===== config.mk =====
export PLATFORM = sky130hd
export DESIGN_NAME = user_voice_writer_flat
export DESIGN_NICKNAME = d
export VERILOG_FILES = /design/src/rtl/vm2413.sv /design/src/rtl/user_voice_writer_if.sv /design/src/rtl/user_voice_writer.sv /design/src/flat_wrapper.sv
export SDC_FILE = /design/constraint.sdc
export NUM_CORES = 1
export LEC_CHECK = 0
export CAP_MARGIN = 10
export CORE_ASPECT_RATIO = 2
export CORE_UTILIZATION = 46
export DETAILED_ROUTE_END_ITERATION = 12
export PLACE_DENSITY = 0.78
export SYNTH_ARGS = -nofsm -noshare
export SYNTH_HDL_FRONTEND = slang
export SYNTH_SLANG_ARGS = --single-unit

===== constraint.sdc =====
create_clock -name clk -period 1.9 [get_ports clk]
set_input_delay 0.19 -clock clk [delete_from_list [all_inputs] [get_ports clk]]
set_output_delay 0.19 -clock clk [all_outputs]
set_load 0.02 [all_outputs]

===== src/rtl/vm2413.sv =====
// Shared VM2413 voice types plus the user-instrument register merge helpers used by the
// register-write front end and by downstream models.
package vm2413;

  typedef logic [5:0] VOICE_ID_TYPE;

  typedef struct packed {
    logic       am;
    logic       pm;
    logic       eg;
    logic       kr;
    logic [3:0] ml;
    logic [1:0] kl;
    logic [5:0] tl;
    logic       wf;
    logic [2:0] fb;
    logic [3:0] ar;
    logic [3:0] dr;
    logic [3:0] sl;
    logic [3:0] rr;
  } VOICE_TYPE;

  localparam VOICE_ID_TYPE USER_MOD_ID = 6'd0;
  localparam VOICE_ID_TYPE USER_CAR_ID = 6'd1;

  typedef enum logic [1:0] {StIdle, StRd, StMrg, StWr} uvw_state_e;

  // First voice touched by a register; $03 starts on the modulator and continues to the carrier.
  function automatic VOICE_ID_TYPE user_reg_first_id(input logic [2:0] addr);
    unique case (addr)
      3'd1, 3'd5, 3'd7: return USER_CAR_ID;
      default:          return USER_MOD_ID;
    endcase
  endfunction

  function automatic VOICE_TYPE user_reg_merge(input logic [2:0]   addr,
                                               input logic [7:0]   data,
                                               input VOICE_ID_TYPE id,
                                               input VOICE_TYPE    voice);
    VOICE_TYPE v;
    v = voice;
    unique case (addr)
      3'd0, 3'd1: begin
        v.am = data[7];
        v.pm = data[6];
        v.eg = data[5];
        v.kr = data[4];
        v.ml = data[3:0];
      end
      3'd2: begin
        v.kl = data[7:6];
        v.tl = data[5:0];
      end
      3'd3: begin
        if (id == USER_MOD_ID) begin
          v.wf = data[3];
          v.fb = data[2:0];
        end else begin
          v.kl = data[7:6];
          v.wf = data[4];
        end
      end
      3'd4, 3'd5: begin
        v.ar = data[7:4];
        v.dr = data[3:0];
      end
      default: begin
        v.sl = data[7:4];
        v.rr = data[3:0];
      end
    endcase
    return v;
  endfunction

endpackage


===== src/rtl/user_voice_writer_if.sv =====
// CPU request and voice-memory port bundle for the user voice writer.
interface user_voice_writer_if;
  import vm2413::*;

  logic         req_valid;
  logic         req_ready;
  logic [2:0]   req_addr;
  logic [7:0]   req_data;
  logic         busy;
  VOICE_ID_TYPE mem_rwaddr;
  logic         mem_wr;
  VOICE_TYPE    mem_idata;
  VOICE_TYPE    mem_odata;

  // The writer itself.
  modport slave (
    input  req_valid, req_addr, req_data, mem_odata,
    output req_ready, busy, mem_rwaddr, mem_wr, mem_idata
  );

  // CPU plus voice memory environment.
  modport master (
    output req_valid, req_addr, req_data, mem_odata,
    input  req_ready, busy, mem_rwaddr, mem_wr, mem_idata
  );
endinterface


===== src/rtl/user_voice_writer.sv =====
// Turns CPU writes to OPLL registers $00-$07 into read-modify-write cycles on the user
// instrument's modulator/carrier voice entries, after the voice memory's ROM copy finishes.
module user_voice_writer
  import vm2413::*;
#(
  parameter int unsigned INIT_CYCLES = 120
) (
  input  logic                clk,
  input  logic                reset_n,
  user_voice_writer_if.slave  bus
);

  localparam int unsigned CntW = (INIT_CYCLES < 2) ? 1 : $clog2(INIT_CYCLES + 1);

  logic [CntW-1:0] init_cnt_q;
  logic            init_done;
  logic            pend_valid_q;
  logic [2:0]      pend_addr_q;
  logic [7:0]      pend_data_q;
  logic [2:0]      work_addr_q;
  logic [7:0]      work_data_q;
  uvw_state_e      state_q;
  VOICE_ID_TYPE    mem_rwaddr_q;
  logic            mem_wr_q;
  VOICE_TYPE       mem_idata_q;

  assign init_done     = (init_cnt_q == CntW'(INIT_CYCLES));
  assign bus.req_ready = init_done && !pend_valid_q;
  assign bus.busy      = (state_q != StIdle) || pend_valid_q;
  assign bus.mem_rwaddr = mem_rwaddr_q;
  assign bus.mem_wr     = mem_wr_q;
  assign bus.mem_idata  = mem_idata_q;

  always_ff @(posedge clk or negedge reset_n) begin
    if (!reset_n) begin
      init_cnt_q   <= '0;
      pend_valid_q <= 1'b0;
      pend_addr_q  <= '0;
      pend_data_q  <= '0;
      work_addr_q  <= '0;
      work_data_q  <= '0;
      state_q      <= StIdle;
      mem_rwaddr_q <= USER_MOD_ID;
      mem_wr_q     <= 1'b0;
      mem_idata_q  <= '0;
    end else begin
      if (!init_done) begin
        init_cnt_q <= init_cnt_q + 1'b1;
      end

      // Handshake cannot coincide with IDLE consuming the entry: ready is low while it is full.
      if (bus.req_valid && bus.req_ready) begin
        pend_valid_q <= 1'b1;
        pend_addr_q  <= bus.req_addr;
        pend_data_q  <= bus.req_data;
      end

      unique case (state_q)
        StIdle: begin
          if (pend_valid_q) begin
            pend_valid_q <= 1'b0;
            work_addr_q  <= pend_addr_q;
            work_data_q  <= pend_data_q;
            mem_rwaddr_q <= user_reg_first_id(pend_addr_q);
            state_q      <= StRd;
          end
        end
        StRd: begin
          state_q <= StMrg;
        end
        StMrg: begin
          mem_idata_q <= user_reg_merge(work_addr_q, work_data_q, mem_rwaddr_q, bus.mem_odata);
          mem_wr_q    <= 1'b1;
          state_q     <= StWr;
        end
        StWr: begin
          mem_wr_q <= 1'b0;
          if (work_addr_q == 3'd3 && mem_rwaddr_q == USER_MOD_ID) begin
            mem_rwaddr_q <= USER_CAR_ID;
            state_q      <= StRd;
          end else begin
            state_q <= StIdle;
          end
        end
        default: state_q <= StIdle;
      endcase
    end
  end

endmodule


===== src/flat_wrapper.sv =====
// flat-port wrapper written by rule: the top's interface ports become plain ports
module user_voice_writer_flat import vm2413::*;
#(
  parameter int unsigned INIT_CYCLES = 120
)
  (clk, reset_n, bus_req_valid, bus_req_addr, bus_req_data, bus_mem_odata, bus_req_ready, bus_busy, bus_mem_rwaddr, bus_mem_wr, bus_mem_idata);
  user_voice_writer_if bus_i ();
  input  logic clk;
  input  logic reset_n;
  input wire logic [$bits(bus_i.req_valid)-1:0] bus_req_valid;
  input wire logic [$bits(bus_i.req_addr)-1:0] bus_req_addr;
  input wire logic [$bits(bus_i.req_data)-1:0] bus_req_data;
  input wire logic [$bits(bus_i.mem_odata)-1:0] bus_mem_odata;
  output wire logic [$bits(bus_i.req_ready)-1:0] bus_req_ready;
  output wire logic [$bits(bus_i.busy)-1:0] bus_busy;
  output wire logic [$bits(bus_i.mem_rwaddr)-1:0] bus_mem_rwaddr;
  output wire logic [$bits(bus_i.mem_wr)-1:0] bus_mem_wr;
  output wire logic [$bits(bus_i.mem_idata)-1:0] bus_mem_idata;
  assign bus_i.req_valid = bus_req_valid;
  assign bus_i.req_addr = bus_req_addr;
  assign bus_i.req_data = bus_req_data;
  assign bus_i.mem_odata = bus_mem_odata;
  assign bus_req_ready = bus_i.req_ready;
  assign bus_busy = bus_i.busy;
  assign bus_mem_rwaddr = bus_i.mem_rwaddr;
  assign bus_mem_wr = bus_i.mem_wr;
  assign bus_mem_idata = bus_i.mem_idata;
  user_voice_writer #(.INIT_CYCLES(INIT_CYCLES)) u_core (.clk(clk), .reset_n(reset_n), .bus(bus_i));
endmodule

* After elaboration in Yosys (flattened, before gate mapping)
Index checks and enable logic that the tools add are counted.
W data, S select, Z words.
** Word-level totals
- RAM bits :: 0
- Output and inout port bits :: 45
- Bits in latches :: 0
- ROM bits :: 0
- Memories :: 0
- Register bits :: 75
** Cells by class
- Shift-type cells :: 0
- Add/subtract/negate cells :: 1
- Multipliers :: 0
- Multiplexer cells :: 20
- Bitwise logic cells :: 0
- $lt $le $gt $ge :: 0
- Divide/modulo/power cells :: 0
- Equal/unequal tests :: 14
- Reductions and logical operators :: 17
** Operators by type and width (number)
- $mux W8 :: 3
- $mux W6 :: 3
- $eq A3 B3 Y1 const B :: 4
- $pmux W6 S2 :: 1
- $pmux W2 S4 :: 1
- $add A7 B1 Y7 const B :: 1
- $eq A7 B7 Y1 const B :: 1
- $eq A3 B1 Y1 const B :: 2
- $eq A3 B2 Y1 const B :: 2
- $logic_not A6 Y1 :: 1
- $mux W1 :: 6
- $reduce_bool A2 Y1 :: 3
- $reduce_or A6 Y1 :: 1
- $eq A2 B2 Y1 const B :: 2
- $mux W2 :: 2
- $mux W4 :: 1
- $ne A2 B1 Y1 const B :: 2
- $pmux W2 S2 :: 1
- $reduce_or A2 Y1 :: 2
- $logic_and A1 B1 Y1 :: 3
- $logic_not A3 Y1 :: 1
- $mux W3 :: 1
- $reduce_and A3 Y1 :: 1
- $reduce_or A3 Y1 :: 1
- 6 further kinds :: 6

* Logic depth before layout (Yosys ltp)
Gate-level depths: netlist (run 1).
- Depth in word-level cells :: 6
- Depth in mapped cells :: 6

* Worst setup path after synthesis (run 1)
No wires, ideal clock.
- Path type :: reg2reg
- Start point :: reg u_core.init_cnt_q[0]
- End point :: reg u_core.pend_addr_q[2]
- Data required time :: 1775 ps
- Stages on the path, launching flop included :: 7
- Clock period less this slack :: 1607 ps
- Arrival :: 1482 ps
- Slack :: 293 ps
- Cell sequence :: dfrtp_1 inv_1 ha_1 nand4b_4 nor4_4 buf_6 mux2_2
** Between the ends
- Word-level cells in the longest chain between the ends :: 3
** RTL lines
- from (decl) :: RTL line user_voice_writer.sv:15 : logic [CntW-1:0] init_cnt_q;
- from (signal assigned) :: RTL line user_voice_writer.sv:48 : init_cnt_q <= init_cnt_q + 1'b1;
- $eq A7 B7 Y1 :: RTL line user_voice_writer.sv:27 : assign init_done = (init_cnt_q == CntW'(INIT_CYCLES));
- $logic_and A1 B1 Y1 :: RTL line user_voice_writer.sv:28 : assign bus.req_ready = init_done && !pend_valid_q;
- $logic_and A1 B1 Y1 :: RTL line user_voice_writer.sv:52 : if (bus.req_valid && bus.req_ready) begin
- to (signal assigned) :: RTL line user_voice_writer.sv:54 : pend_addr_q <= bus.req_addr;
- to (decl) :: RTL line user_voice_writer.sv:18 : logic [2:0] pend_addr_q;
No other way between the ends.
A chain may end at the register's enable or synchronous reset.

* Final worst setup path (run 1)
- Start point :: reg u_core.state_q[1]
- End point :: out bus_busy
** Between the ends
- Word-level cells in the longest chain between the ends :: 2
** RTL lines
- from (decl) :: RTL line user_voice_writer.sv:22 : uvw_state_e state_q;
- from (signal assigned) :: RTL line user_voice_writer.sv:42 : state_q <= StIdle;
- from (signal assigned) :: RTL line user_voice_writer.sv:65 : state_q <= StRd;
- from (signal assigned) :: RTL line user_voice_writer.sv:69 : state_q <= StMrg;
- $reduce_bool A2 Y1 :: RTL line user_voice_writer.sv:29 : assign bus.busy = (state_q != StIdle) || pend_valid_q;
- $logic_or A1 B1 Y1 :: RTL line user_voice_writer.sv:29
- to (decl) :: RTL line flat_wrapper.sv:15 : output wire logic [$bits(bus_i.busy)-1:0] bus_busy;
No other way between the ends.

==> impl_metrics.csv, run 1 <==
group,metric,value,unit
outcome,status,"finished, final reports clean",
sta,max-slew-margin-rel,64.4,%
setup_path,cp-startpoint,"u_core.state_q[1]",
setup_path,critPathBufInv,3,
sta,hold_viol,0,
sta,grt_setup_unrepaired,"false",
global_routing,grt_max_degree,71,
power_and_ir_drop,irDropWorstVdd,1170,uV
yosys,synthArstFlopShare,100,%
yosys,ys_warn_count,0,
power_and_ir_drop,power_switching,2280,uW
yosys,ys_ff_latch,70,
yosys,synth_commonest_cells,"dfrtp_1, nor2_1, mux2i_1",
setup_path,max_stage_delay,410,ps
die,coreArea,6670,sq um
setup_path,critPathKind,"reg2out",
die,die_h,120,um
yosys,postSynthAreaPerCell,11.6,sq um
cts,numCtsBuffers,9,
drt,dr.pass1.iters,5,
yosys,synth.distinct_cells,31,
setup_path,cp-start-kind,"register",
power_and_ir_drop,pwr-share-clk,28.4,%
setup_path,critPathTopFamily,"buffers and inverters",
yosys,syn_inst,278,
sta,min_period_over_period,96.1,%
yosys,syn_area,3220,sq um
setup_path,ff2ff_setup_slack,250,ps
drt,drtIter0Drc,91,
setup_path,crit_fanout,4,
power_and_ir_drop,p_sw_share,33.8,%
yosys,yosys_most_used_dff,"dfrtp_1",
cts,htreeDepth,3,
yosys,synth_most_common_cell,"dfrtp_1",
sta,setup_slack,74.2,ps
cells_and_area,synthToLayoutAreaGrowth,41.8,%
global_routing,grt_usage,23.0,%
die,ios,95,
cts,cts_max_path_buffers,2,
yosys,ys_seq_area_share,54.3,%
power_and_ir_drop,finalPower,6740,uW
setup_path,worstSetupEndpointType,"output port",
yosys,synth_top_area_share,54.3,%
cells_and_area,diodes,0,
drt,vias,2383,
setup_path,cp_common_cell,"inv_1",
sta,finalSetupViolCount,0,
cells_and_area,drive_gt1_share,15.6,%
cts,cts-root-buf,"clkbuf_16",
yosys,netlist_top_cells_area,"dfrtp_1, mux2i_1, mux2_2, a21oi_1, nor2_1",
placed_design,gp_congestion,0.827,
drt,avgRoutedWirePerCell,16.2,um
cells_and_area,layout.nets,428,
die,dieArea,7370,sq um
die,initial_core_util,48.3,%
cts,cts_setup_buffers,0,
placed_design,placed_area,4200,sq um
cts,clk_latency,330,ps
placed_design,place_ws,53.5,ps
setup_path,arrival,1640,ps
drt,route.detailed.drc,0,
cts,cts_tree,"done",
drt,vias_per_cell,5.12,
job,max_cap_violations,0,
setup_path,cp_slowest_cell,"dfrtp_1",
die,dieWidth,61.2,um
sta,fin_tns_setup,0,ps
global_routing,grt_first_pass_wirelength,11900,um
setup_path,crit_path_cell_trace,"inv_1 -> ha_2 -> nor2b_4 -> inv_1 -> clkdlybuf4s15_1",
placed_design,port_buffers,89,
sta,drv_slew,0,
die,rows,42,
power_and_ir_drop,p_seq_share,33.1,%
drt,drt-total-wl,7550,um
power_and_ir_drop,pwr-share-comb,38.6,%
global_routing,globalRouteOverflowTotal,0,
placed_design,hpwl,5440,um
drt,drtAntennaViolNets,0,
cells_and_area,postLayoutCellArea,4570,sq um
global_routing,antenna_found_initial,0,
hold_path,min_path_type,"in2async",
setup_path,rr_startpoint,"u_core.init_cnt_q[1]",
cells_and_area,fill_cells,535,
yosys,synth_edf_count,0,
cts,cts_sinks,70,
yosys,synth_top_cell_by_area,"dfrtp_1",
power_and_ir_drop,p_per_area,1470,nW/um^2
setup_path,cp.required,1710,ps
global_routing,grt_pass1_vias,2492,
sta,period_minus_slack,1830,ps
power_and_ir_drop,p_int,4460,uW
sta,max_freq,0.548,GHz
power_and_ir_drop,power_leakage,0.00214,uW
cts,clkSlewWorstSetupHoldPaths,60,ps
sta,tightest_slew,533,ps
sta,fin_skew,9.29,ps
## metal layers
metal	wire length, um	global-route usage (%)
met3	310	6.74
met5	0	0
met1	2750	24.0
met2	4240	40.0
met4	246	10.8
## layout make-up
class	instances	area [sq um]	area share, %
clock inverter	7	123	2.68
sequential	70	1750	38.3
tap	88	110	2.41
multi-input combinational	186	1360	29.7
inverter	8	30.0	0.657
clock buffer	9	225	4.93
timing repair buffer	97	972	21.3
## what timing repair did
action	4_1_cts	5_1_grt
hold buffers	1	0
setup endpoints to repair	2	1
gates resized for setup	4	3
hold endpoints to repair	70	0
## state kept, by name, indices dropped and copies added, names as in the netlist
register / flops
u_core.bus.mem_idata: 36
u_core.pend_data_q: 8
u_core.work_data_q: 8
u_core.init_cnt_q: 7
u_core.pend_addr_q: 3
u_core.work_addr_q: 3
u_core.state_q: 2
u_core.bus.mem_rwaddr: 1
u_core.bus.mem_wr: 1
u_core.pend_valid_q: 1
## stage by stage
| step | hold WS [ps] | std cells | utilization (%) |
|---|---|---|---|
| CTS | 416 | 465 | 68.4 |
| global route | 439 | 465 | 68.5 |
| detailed placement | 240 | 448 | 63.0 |
| floorplan | -106 | 282 | - |
| finish | 413 | 465 | 68.5 |
| global placement | 242 | 448 | 63.0 |
## power by group through the flow
stage / logic, uW / registers [uW] / clock network [uW]
floorplan: 904 / 2700 / 0
global placement: 2510 / 2230 / 0
global route: 2830 / 2280 / 1990
detailed placement: 2580 / 2250 / 0
finish: 2600 / 2230 / 1910
CTS: 2600 / 2230 / 1950
## kinds of logic (layout without fill, tap and decap cells)
family | count (synthesis) | count (layout) | synth area share (%)
DFF | 70 | 70 | 54.3
adders and majority gates | 6 | 6 | 2.33
muxes | 59 | 59 | 19.3
xor gates and xnor gates | 6 | 6 | 1.63
other | 1 | 5 | 0.116
and+or+nand+nor | 65 | 65 | 10.5
AOI/OAI and AO/OA | 45 | 45 | 7.45
buffers and inverters | 26 | 121 | 4.39
## cells in the final DEF (no fill, tap or decap), types with 3 or more instances in the layout
cell             instances
dfrtp_1                 70
nand2_1                  5
bufinv_16                3
nand2b_1                 3
mux2_2                  25
clkbuf_16                9
nor2_1                  40
clkdlybuf4s50_1         86
nand3_1                  5
inv_1                    7
mux2i_1                 34
o21ai_0                  6
buf_4                    5
ha_1                     4
xnor2_1                  5
conb_1                   5
a21oi_1                 33
## worst paths after layout
| check | to | cells after the start |
|---|---|---|
| max | bus_busy | 5 |
| min | u_core.init_cnt_q[5] | 3 |
| max reg2reg | u_core.pend_data_q[3] | 6 |
| min reg2reg | u_core.bus.mem_wr | 2 |
| max in group asynchronous | u_core.bus.mem_idata[31] | 3 |
| min in group clk | u_core.bus.mem_idata[26] | 3 |
## worst register-to-register path: cells and delay by family (launching register included)
kind / cells / cell delay (ps)
multiplexers: 1 / 360
AND/OR/NAND/NOR: 2 / 270
buffers and inverters: 2 / 310
flip-flops: 1 / 410
adder cells (fa/ha/maj): 1 / 180
No activity file was read; power rests on OpenSTA's default activity.
==> inputs of run 2 (changes only) <==
- HOLD_SLACK_MARGIN: unset -> 0.12
==> results of run 2 <==
Same layout as run 1: the final DEF is identical, and so are final timing and power.
